File: config.mk
export PLATFORM = sky130hd
export DESIGN_NAME = pdn_domain_sequencer
export DESIGN_NICKNAME = d
export VERILOG_FILES = /design/src/rtl/pdn_pkg.sv /design/src/rtl/pdn_seq_timer.sv /design/src/rtl/pdn_domain_sequencer.sv
export SDC_FILE = /design/constraint.sdc
export NUM_CORES = 1
export LEC_CHECK = 0
export ABC_AREA = 0
export CAP_MARGIN = 20
export CORE_ASPECT_RATIO = 1.1
export CORE_MARGIN = 3
export CORE_UTILIZATION = 27
export CTS_CLUSTER_DIAMETER = 100
export DETAILED_ROUTE_END_ITERATION = 10
export GPL_TIMING_DRIVEN = 0
export PLACE_DENSITY = 0.55
export SETUP_SLACK_MARGIN = 0.1
export SLEW_MARGIN = 20
export SYNTH_ARGS = -nofsm -noshare
export SYNTH_HDL_FRONTEND = slang
export SYNTH_SLANG_ARGS = --single-unit
File: constraint.sdc
create_clock -name clk -period 5.05 [get_ports clk]
set_input_delay 0.7575 -clock clk [delete_from_list [all_inputs] [get_ports clk]]
set_output_delay 0.7575 -clock clk [all_outputs]
set_load 0.005 [all_outputs]
File: src/rtl/pdn_pkg.sv
// ---------------------------------------------------------------------------
// pdn_pkg
// Shared types and helpers for the power-domain sequencer.
//   pdn_seq_state_e : sequencer FSM states
//   pdn_dir_e       : scan direction for next_set_bit
//   pdn_next_t      : {found, index} result of a mask scan
//   next_set_bit()  : nearest set bit of a mask at or beyond a start index
// Defaults for the settle and timeout intervals live here so that the top
// level and any wrapper agree on them.
// ---------------------------------------------------------------------------
package pdn_pkg;

  localparam int SETTLE_DEFAULT  = 16;
  localparam int TIMEOUT_DEFAULT = 256;

  // Mask scans are done on a fixed-width vector; the sequencer supports up
  // to MAX_DOMAINS domains and zero-extends its own mask into this width.
  localparam int MAX_DOMAINS = 32;
  localparam int MAX_IDX_W   = 5;

  typedef enum logic [3:0] {
    ST_OFF       = 4'd0,
    ST_UP_CMD    = 4'd1,
    ST_UP_WAIT   = 4'd2,
    ST_UP_SETTLE = 4'd3,
    ST_ON        = 4'd4,
    ST_DN_CMD    = 4'd5,
    ST_DN_WAIT   = 4'd6,
    ST_DN_SETTLE = 4'd7,
    ST_FAULT     = 4'd8
  } pdn_seq_state_e;

  typedef enum logic {
    DIR_DOWN = 1'b0,
    DIR_UP   = 1'b1
  } pdn_dir_e;

  typedef struct packed {
    logic                 found;
    logic [MAX_IDX_W-1:0] index;
  } pdn_next_t;

  // Nearest set bit of 'mask' starting at 'start' (inclusive).
  // DIR_UP returns the lowest set bit >= start, DIR_DOWN the highest set
  // bit <= start. A start outside 0..MAX_DOMAINS-1 simply finds nothing on
  // that side, which is how callers ask for "strictly above/below idx".
  function automatic pdn_next_t next_set_bit(input logic [MAX_DOMAINS-1:0] mask,
                                             input int                     start,
                                             input pdn_dir_e               dir);
    pdn_next_t r;
    r.found = 1'b0;
    r.index = '0;
    if (dir == DIR_UP) begin
      // Walk downwards so the last hit is the lowest qualifying bit.
      for (int i = MAX_DOMAINS - 1; i >= 0; i--) begin
        if (i >= start && mask[i]) begin
          r.found = 1'b1;
          r.index = MAX_IDX_W'(i);
        end
      end
    end else begin
      // Walk upwards so the last hit is the highest qualifying bit.
      for (int i = 0; i < MAX_DOMAINS; i++) begin
        if (i <= start && mask[i]) begin
          r.found = 1'b1;
          r.index = MAX_IDX_W'(i);
        end
      end
    end
    return r;
  endfunction

endpackage

File: src/rtl/pdn_seq_timer.sv
// ---------------------------------------------------------------------------
// pdn_seq_timer
// Saturating up-counter with synchronous clear and a terminal-count flag.
// One instance is shared by the WAIT (ack timeout) and SETTLE intervals of
// the sequencer; the owner selects the limit for the current state.
// Ports:
//   clk, rst : clock, asynchronous active-high reset
//   clr      : load zero on the next edge (has priority over counting)
//   limit    : terminal count to compare against
//   tc       : high while the count has reached 'limit'
// ---------------------------------------------------------------------------
module pdn_seq_timer #(
  parameter int CNT_W = 9
) (
  input  logic             clk,
  input  logic             rst,
  input  logic             clr,
  input  logic [CNT_W-1:0] limit,
  output logic             tc
);

  logic [CNT_W-1:0] cnt;

  always_ff @(posedge clk or posedge rst) begin
    if (rst) begin
      cnt <= '0;
    end else if (clr) begin
      cnt <= '0;
    end else if (cnt != {CNT_W{1'b1}}) begin
      // Hold at all-ones instead of wrapping back to zero.
      cnt <= cnt + 1'b1;
    end
  end

  assign tc = (cnt >= limit);

endmodule

File: src/rtl/pdn_domain_sequencer.sv
// ---------------------------------------------------------------------------
// pdn_domain_sequencer
// Powers NUM_DOMAINS header-switched supply domains up in ascending index
// order and down in descending order. Each step commands one switch, waits
// for its acknowledge (bounded by TIMEOUT_CYCLES) and then waits
// SETTLE_CYCLES before touching the next domain. A timeout drops every
// switch at once and parks the sequencer in a sticky FAULT state.
// Ports:
//   clk, rst     : clock, asynchronous active-high reset
//   pwr_up_req   : pulse, start power-up (only honoured in OFF)
//   pwr_dn_req   : pulse, start power-down from ON or abort a power-up
//   domain_mask  : domains taking part, captured when power-up starts
//   sw_ack       : per-domain rail status, already synchronous to clk
//   clear_fault  : pulse, leave FAULT for OFF
//   sw_en        : registered switch enables
//   busy         : a sequence is in progress
//   all_on       : sequencer is in ON
//   all_off      : sequencer is in OFF
//   fault        : sticky timeout flag
//   fault_dom    : index of the domain that last timed out
// NUM_DOMAINS may be 1..MAX_DOMAINS (32).
// ---------------------------------------------------------------------------
module pdn_domain_sequencer
  import pdn_pkg::*;
#(
  parameter int NUM_DOMAINS    = 6,
  parameter int SETTLE_CYCLES  = SETTLE_DEFAULT,
  parameter int TIMEOUT_CYCLES = TIMEOUT_DEFAULT,
  parameter int CNT_W          = $clog2(TIMEOUT_CYCLES + SETTLE_CYCLES + 1),
  localparam int IDX_W         = (NUM_DOMAINS > 1) ? $clog2(NUM_DOMAINS) : 1
) (
  input  logic                   clk,
  input  logic                   rst,
  input  logic                   pwr_up_req,
  input  logic                   pwr_dn_req,
  input  logic [NUM_DOMAINS-1:0] domain_mask,
  input  logic [NUM_DOMAINS-1:0] sw_ack,
  input  logic                   clear_fault,
  output logic [NUM_DOMAINS-1:0] sw_en,
  output logic                   busy,
  output logic                   all_on,
  output logic                   all_off,
  output logic                   fault,
  output logic [IDX_W-1:0]       fault_dom
);

  pdn_seq_state_e         state;
  logic [NUM_DOMAINS-1:0] mask_q;
  logic [IDX_W-1:0]       idx;

  logic [MAX_DOMAINS-1:0] req_mask_ext;
  logic [MAX_DOMAINS-1:0] mask_ext;
  pdn_next_t              nb_first;
  pdn_next_t              nb_up;
  pdn_next_t              nb_dn;
  pdn_next_t              nb_hi;
  pdn_next_t              nb_abort;

  logic                   ack_idx;
  logic                   en_idx;
  logic                   tmr_clr;
  logic [CNT_W-1:0]       tmr_limit;
  logic                   tmr_tc;

  localparam logic [CNT_W-1:0] WAIT_LIMIT   = CNT_W'(TIMEOUT_CYCLES - 1);
  localparam logic [CNT_W-1:0] SETTLE_LIMIT = CNT_W'(SETTLE_CYCLES - 1);

  assign req_mask_ext = MAX_DOMAINS'(domain_mask);
  assign mask_ext     = MAX_DOMAINS'(mask_q);

  assign ack_idx = sw_ack[idx];
  assign en_idx  = sw_en[idx];

  // Candidate next domains for every transition the FSM can take.
  assign nb_first = next_set_bit(req_mask_ext, 0, DIR_UP);
  assign nb_up    = next_set_bit(mask_ext, int'(idx) + 1, DIR_UP);
  assign nb_dn    = next_set_bit(mask_ext, int'(idx) - 1, DIR_DOWN);
  assign nb_hi    = next_set_bit(mask_ext, NUM_DOMAINS - 1, DIR_DOWN);

  // An abort unwinds from the current domain if its switch is already on;
  // in the UP_CMD cycle the switch is still off, so start one lower.
  always_comb begin
    if (en_idx) begin
      nb_abort.found = 1'b1;
      nb_abort.index = MAX_IDX_W'(idx);
    end else begin
      nb_abort = nb_dn;
    end
  end

  // The timer runs only while waiting for the ack or settling; every other
  // cycle (including the ack cycle itself) restarts it from zero so each
  // interval begins at count 0.
  always_comb begin
    tmr_clr   = 1'b1;
    tmr_limit = SETTLE_LIMIT;
    case (state)
      ST_UP_WAIT: begin
        tmr_clr   = ack_idx;
        tmr_limit = WAIT_LIMIT;
      end
      ST_DN_WAIT: begin
        tmr_clr   = !ack_idx;
        tmr_limit = WAIT_LIMIT;
      end
      ST_UP_SETTLE, ST_DN_SETTLE: begin
        tmr_clr   = 1'b0;
        tmr_limit = SETTLE_LIMIT;
      end
      default: begin
        tmr_clr   = 1'b1;
        tmr_limit = SETTLE_LIMIT;
      end
    endcase
  end

  pdn_seq_timer #(
    .CNT_W (CNT_W)
  ) u_timer (
    .clk   (clk),
    .rst   (rst),
    .clr   (tmr_clr),
    .limit (tmr_limit),
    .tc    (tmr_tc)
  );

  always_ff @(posedge clk or posedge rst) begin
    if (rst) begin
      state     <= ST_OFF;
      mask_q    <= '0;
      idx       <= '0;
      sw_en     <= '0;
      fault     <= 1'b0;
      fault_dom <= '0;
    end else begin
      case (state)
        ST_OFF: begin
          // A simultaneous down request cancels the up request here.
          if (pwr_up_req && !pwr_dn_req) begin
            mask_q <= domain_mask;
            if (nb_first.found) begin
              idx   <= IDX_W'(nb_first.index);
              state <= ST_UP_CMD;
            end else begin
              state <= ST_ON;
            end
          end
        end

        ST_UP_CMD, ST_UP_WAIT, ST_UP_SETTLE: begin
          if (pwr_dn_req) begin
            if (nb_abort.found) begin
              idx   <= IDX_W'(nb_abort.index);
              state <= ST_DN_CMD;
            end else begin
              state <= ST_OFF;
            end
          end else if (state == ST_UP_CMD) begin
            sw_en[idx] <= 1'b1;
            state      <= ST_UP_WAIT;
          end else if (state == ST_UP_WAIT) begin
            if (ack_idx) begin
              state <= ST_UP_SETTLE;
            end else if (tmr_tc) begin
              sw_en     <= '0;
              fault     <= 1'b1;
              fault_dom <= idx;
              state     <= ST_FAULT;
            end
          end else if (tmr_tc) begin
            if (nb_up.found) begin
              idx   <= IDX_W'(nb_up.index);
              state <= ST_UP_CMD;
            end else begin
              state <= ST_ON;
            end
          end
        end

        ST_ON: begin
          if (pwr_dn_req) begin
            if (nb_hi.found) begin
              idx   <= IDX_W'(nb_hi.index);
              state <= ST_DN_CMD;
            end else begin
              state <= ST_OFF;
            end
          end
        end

        ST_DN_CMD: begin
          sw_en[idx] <= 1'b0;
          state      <= ST_DN_WAIT;
        end

        ST_DN_WAIT: begin
          if (!ack_idx) begin
            state <= ST_DN_SETTLE;
          end else if (tmr_tc) begin
            sw_en     <= '0;
            fault     <= 1'b1;
            fault_dom <= idx;
            state     <= ST_FAULT;
          end
        end

        ST_DN_SETTLE: begin
          if (tmr_tc) begin
            if (nb_dn.found) begin
              idx   <= IDX_W'(nb_dn.index);
              state <= ST_DN_CMD;
            end else begin
              state <= ST_OFF;
            end
          end
        end

        ST_FAULT: begin
          // fault_dom is deliberately left alone for post-mortem reads.
          if (clear_fault) begin
            fault <= 1'b0;
            state <= ST_OFF;
          end
        end

        default: begin
          sw_en <= '0;
          state <= ST_OFF;
        end
      endcase
    end
  end

  // Status flags are pure decodes of the state register.
  always_comb begin
    busy    = 1'b0;
    all_on  = 1'b0;
    all_off = 1'b0;
    case (state)
      ST_UP_CMD, ST_UP_WAIT, ST_UP_SETTLE,
      ST_DN_CMD, ST_DN_WAIT, ST_DN_SETTLE: busy    = 1'b1;
      ST_ON:                               all_on  = 1'b1;
      ST_OFF:                              all_off = 1'b1;
      default: begin
        busy    = 1'b0;
        all_on  = 1'b0;
        all_off = 1'b0;
      end
    endcase
  end

endmodule

; Yosys cells after proc, flatten, opt, wreduce, memory -nomap -nowiden
; Index checks and enable logic that the tools add are counted.
[word_totals]
in_bits = 17
word_cells = 181
output_inout_bits = 13
ff_bits = 32
[classes]
mux = 90
order_cmp = 15
n_eq_ne = 30
n_addsub = 3
reduce_logical = 32
n_bitwise = 4
[ops]
columns = op, n
row1 = $mux W6, 31
row2 = $mux W3, 23
row3 = $mux W4, 11
row4 = $pmux W4 S7, 1
row5 = $ne A2 B2 Y1 const B, 12
row6 = $ne A3 B3 Y1 const B, 8
row7 = $pmux W6 S4, 1
row8 = $mux W9, 2
row9 = $eq A4 B3 Y1 const B, 4
row10 = $logic_and A1 B1 Y1, 14
row11 = $mux W1, 13
row12 = $reduce_and A13 Y1, 1
row13 = $pmux W3 S4, 1
row14 = $reduce_and A5 Y1, 2
row15 = $add A9 B1 Y9 const B, 1
row16 = $ge A9 B8 Y1, 1
row17 = $ne A9 B9 Y1 const B, 1
row18 = $eq A4 B2 Y1 const B, 2
row19 = $ge A1 B4 Y1 const A, 2
row20 = $ge A2 B4 Y1 const A, 2
row21 = $ge A3 B4 Y1 const A, 2
row22 = $le A3 B4 Y1 const A, 2
row23 = $le A4 B4 Y1 const A, 2
row24 = $mux W8, 1
row25 = 29 further kinds, 34

; Depth between registers and ports, before layout
[depth]
ltp_word = 15
ltp_mapped = 10

; By module
; From an unflattened synthesis, not the netlist that was laid out.
[unflattened]
cells_unflattened = 333
hier_area_um2 = 2778.9
[by_module_without_submodules]
columns = module, instances, seq_area_each_um2, cells_each, area_per_inst_um2
row1 = pdn_domain_sequencer, 1, 575.6, 257, 2073.2
row2 = pdn_seq_timer, 1, 225.2, 76, 705.7

; Worst setup path before layout
; No wires, ideal clock.
[synth_path]
kind = register to register
from = register idx[1]
to = register idx[1]
t_required_ns = 4.925
n_path_buf = 1
path_stages_with_launch = 11
arrival_time_ns = 2.276
setup_slack_ns = 2.649
cell_sequence = dfrtp_1 > buf_2 > inv_1 > ha_1 > xor2_1 > o31ai_2 > nor2_1 > nor4_2 > o21ai_1 > nand4_2 > mux2_2
[synth_via]
elab_chain_len = 14
word_cells_on_any_way = 55
classes_between = 2 x add/sub / 12 x order compare / 4 x eq/ne / 24 x mux / 13 x reduce/logical
[synth_lines]
columns = item, line
row1 = start: declaration, pdn_domain_sequencer.sv:49  ; logic [IDX_W-1:0] idx;
row2 = start signal: assignment, pdn_domain_sequencer.sv:142  ; idx <= IDX_W'(nb_first.index);
row3 = start signal: assignment, pdn_domain_sequencer.sv:153  ; idx <= IDX_W'(nb_abort.index);
row4 = start signal: assignment, pdn_domain_sequencer.sv:172  ; idx <= IDX_W'(nb_up.index);
row5 = $add A3 B1 Y4, pdn_domain_sequencer.sv:76  ; assign nb_up = next_set_bit(mask_ext, int'(idx) + 1, DIR_UP);
row6 = $ge A3 B4 Y1, pdn_pkg.sv:56  ; if (i >= start && mask[i]) begin
row7 = $logic_and A1 B1 Y1, pdn_pkg.sv:56
row8 = $mux W6 (5 in series), pdn_pkg.sv:56
row9 = $mux W3, pdn_domain_sequencer.sv:171  ; if (nb_up.found) begin
row10 = $mux W3, pdn_domain_sequencer.sv:170  ; end else if (tmr_tc) begin
row11 = $mux W3, pdn_domain_sequencer.sv:161  ; end else if (state == ST_UP_WAIT) begin
row12 = $mux W3, pdn_domain_sequencer.sv:158  ; end else if (state == ST_UP_CMD) begin
row13 = $mux W3, pdn_domain_sequencer.sv:151  ; if (pwr_dn_req) begin
row14 = $pmux W3 S4, pdn_domain_sequencer.sv:136  ; case (state)
; Several ways; a longest one is shown, not always the timed one. The select of a mux whose other input is x is not followed.
; A chain may end at the register's enable or synchronous reset.

; Worst setup path in the final report
[layout_path]
from = register state[3]
to = output all_off
[layout_via]
elab_chain_len = 2
[layout_lines]
columns = item, line
row1 = start: declaration, pdn_domain_sequencer.sv:47  ; pdn_seq_state_e state;
row2 = start signal: assignment, pdn_domain_sequencer.sv:129  ; state <= ST_OFF;
row3 = start signal: assignment, pdn_domain_sequencer.sv:143  ; state <= ST_UP_CMD;
row4 = start signal: assignment, pdn_domain_sequencer.sv:145  ; state <= ST_ON;
row5 = $logic_not A4 Y1, pdn_domain_sequencer.sv:239  ; case (state)
row6 = $mux W1, pdn_domain_sequencer.sv:239
row7 = end: declaration, pdn_domain_sequencer.sv:42  ; output logic all_off,
; No other way between the ends.

==> key figures <==
Worst setup path
  • Worst r2r src: idx[1]$_DFFE_PP0P_
  • Worst reg-to-reg path cell count: 10
  • WP data arrival: 2.12 ns
  • Worst Setup SP: state[3]$_DFFE_PP0P_
  • Worst Setup Path Type: register to output port
  • CP max FO: 10
  • Crit end category: output port
  • R2r setup slk: 2.18 ns
  • Critical Path RT: 4.29 ns
  • Critical R2R Capture: idx[1]$_DFFE_PP0P_
  • CP startpoint kind: register

Synth
  • Adder-cell share of the synthesized area: 0.03106
  • EDFF count, synth: 0
  • Count leader, synth: nor2_1
  • Simple-Gate Fraction of Synth Area: 0.2645
  • Gate count after technology mapping: 336
  • Mux contribution to synthesized area: 0.07081
  • Asr flop ratio synth: 1.000
  • Top-area cell type share of the netlist area: 0.2924
  • Count of different cell masters after synthesis: 72
  • Register area share after synthesis: 0.2924
  • Mapped Nets: 359
  • Post-synthesis cell area: 2739 um^2
  • Synth Flop Type: dfrtp_1
  • Post-synth top area cell: dfrtp_1
  • Number of synthesis warnings: 0
  • #FFs+latches synth: 32
  • Top cells by area, synth: dfrtp_1 29%, nor2_1 7.0%, o21ai_0 3.1%, nand2_1 3.0%, nand3_1 2.9%
  • Commonest cells post-synth: 51 x nor2_1, 32 x dfrtp_1, 22 x nand2_1
  • Compound-Gate Fraction of Synth Area: 0.2426
  • Main combinational cell family by area after synthesis: simple AND/OR/NAND/NOR gates
  • Post-Synth XOR/XNOR Area: 0.03472
  • Avg Synthesized Cell Area: 8.151 um^2

Timing
  • Clock Skews: 0.005302 ns
  • Final hold viol count: 0
  • Fmax: 0.3475 GHz
  • Slew Viols, Final: 0
  • Headroom to the max-slew limit: 0.4888
  • Measured slew at the worst slew-check pin: 0.7610 ns
  • Setup ws final: 2.172 ns
  • TNS Setup: 0 ns
  • # setup viols final: 0
  • Crit path time final: 2.878 ns
  • RSZ-0062 raised after global routing: false
  • Period utilization: 0.5699

Min path
  • Hold Startpoint: fault_dom[0]$_DFFE_PP0P_
  • Worst hold path type: register to register
  • Hold depth: 1
  • Worst hold path endpoint: fault_dom[0]$_DFFE_PP0P_

Clock tree
  • Htree depth: 2
  • Clock Sinks: 32
  • Post-CTS Hold Fix Bufs: 0
  • Skew-Pair Late Insertion Delay: 0.30 ns
  • TritonCTS clock tree: yes
  • Clock Path Buffers: 2
  • Postcts setup bufs: 0
  • CTS buffer count: 5
  • Reg clk slew, reported paths: 0.07 ns
  • Cts repair resizes: 0
  • Root Driver: clkbuf_8

Outcome
  • Outcome: completed

Floorplanning
  • Initial Util: 0.2844
  • Die Ht: 111.6 um
  • Die ar.: 11390 um^2
  • Die W: 102.0 um
  • # IOs: 30
  • Rows: 37
  • Core Region: 9629 um^2

Finish
  • Multi-input logic area: 1763 um^2
  • Area Growth Syn to Fin: 19.87%
  • Storage cell area: 800.8 um^2
  • # diodes: 0
  • Fillers: 1031
  • Final #Nets: 395
  • Final Non-Filler Cells: 490
  • Layout cells sized above 1: 0.1019

Global route
  • First-pass GRT wire length: 13.17 mm
  • Largest net degree at the start of global routing: 33
  • Antenna violations before repair: 0
  • Vias in the first global route: 2517
  • All-Layer GR Usage: 0.1437
  • Grt ovf: 0

Route
  • Drt wl/cell: 16.17 um
  • 1st-pass router iterations: 4
  • Routed vias: 2609
  • Via density per instance: 5.324
  • Initial DRC count: 250
  • Antenna-violating nets left: 0
  • DR DRC count: 0
  • Routed wire length: 7.924 mm

Power and ir drop
  • Leakage power total: 1.317 nW
  • Cell Pwr Density: 561.2 nW/um^2
  • Peak VDD IR: 0.2141 mV

Place
  • Detail Placement HPWL: 5.944 mm
  • Final Wtd Congestion: 0.9143
  • Placed cells: 482
  • PortBufs: 29
  • Dpl ws: 2.064 ns

Run
  • Max_cap viols: 0
## worst max path at each step
stage                                       to
floorplan                   idx[1]$_DFFE_PP0P_
global placement    u_timer.cnt[6]$_DFFE_PP0P_
detailed placement  u_timer.cnt[6]$_DFFE_PP0P_
CTS                                    all_off
global route                idx[1]$_DFFE_PP0P_
finish                                 all_off
## critical path, cell delays in order, from the launching register on
cell,delay [ns]
dfrtp_1,0.37
clkbuf_1,0.25
or2_2,0.33
buf_2,0.18
nor2_1,0.16
clkdlybuf4s50_1,0.52
## stage by stage
step           cell area (um^2)  power, mW    util  hold slack, ns
2_1_floorplan              2739      1.252       -          0.4828
3_3_place_gp               3176      1.581  0.3298          0.4861
3_5_place_dp               3176      1.585  0.3298          0.4820
4_1_cts                    3283      1.844  0.3410          0.5001
5_1_grt                    3283      1.998  0.3410          0.5103
6_report                   3283      1.843  0.3410          0.4932
## flip-flops by register name (all words and copies together) (netlist names)
name and count:
state 4, idx 3, mask_q 6, u_timer.cnt 9
fault_dom 3, fault 1, sw_en 6
## cells in the final DEF, fill, tap and decap left out, types with 7 or more instances in the layout
cell             netlist  routed
nor2_1                51      51
nand2_1               22      22
mux2i_1                7       7
mux2_2                 7       7
o211ai_1               7       7
clkbuf_1              18      19
nand2b_1               8       8
clkdlybuf4s50_1        0      29
a21oi_1               14      14
nand3_1               16      16
dfrtp_1               32      32
inv_1                 13      12
o21ai_0               17      17
## layer usage
| layer | vias up | wire length (um) | GRT usage |
|---|---|---|---|
| met5 | - | 0 | 0 |
| met4 | 0 | 178 | 0.05074 |
| met3 | 15 | 323 | 0.02569 |
| met2 | 67 | 4007 | 0.2375 |
| met1 | 1236 | 3415 | 0.1861 |
| li1 | 1291 | - | - |
## power by group
group,internal (mW),switching (mW)
clock,0.146,0.104
sequential,0.330,0.0770
combinational,0.487,0.699
## cells by family (layout without fill, tap and decap cells)
group / after synthesis / count (layout)
xor+xnor: 10 / 10
buf+inv: 38 / 75
flops: 32 / 32
mux: 18 / 18
fa+ha+maj: 7 / 7
simple gates: 138 / 138
compound gates: 93 / 93
## cell type report
| type | instances | share of cell area |
|---|---|---|
| Multi-Input combinational cell | 266 | 0.5370 |
| Sequential cell | 32 | 0.2439 |
| Timing Repair Buffer | 29 | 0.08841 |
| Tap cell | 117 | 0.04459 |
| Buffer | 24 | 0.03735 |
| Clock buffer | 6 | 0.02210 |
| Inverter | 14 | 0.01601 |
| Clock inverter | 2 | 0.01067 |
(Power assumes the default switching activity.)
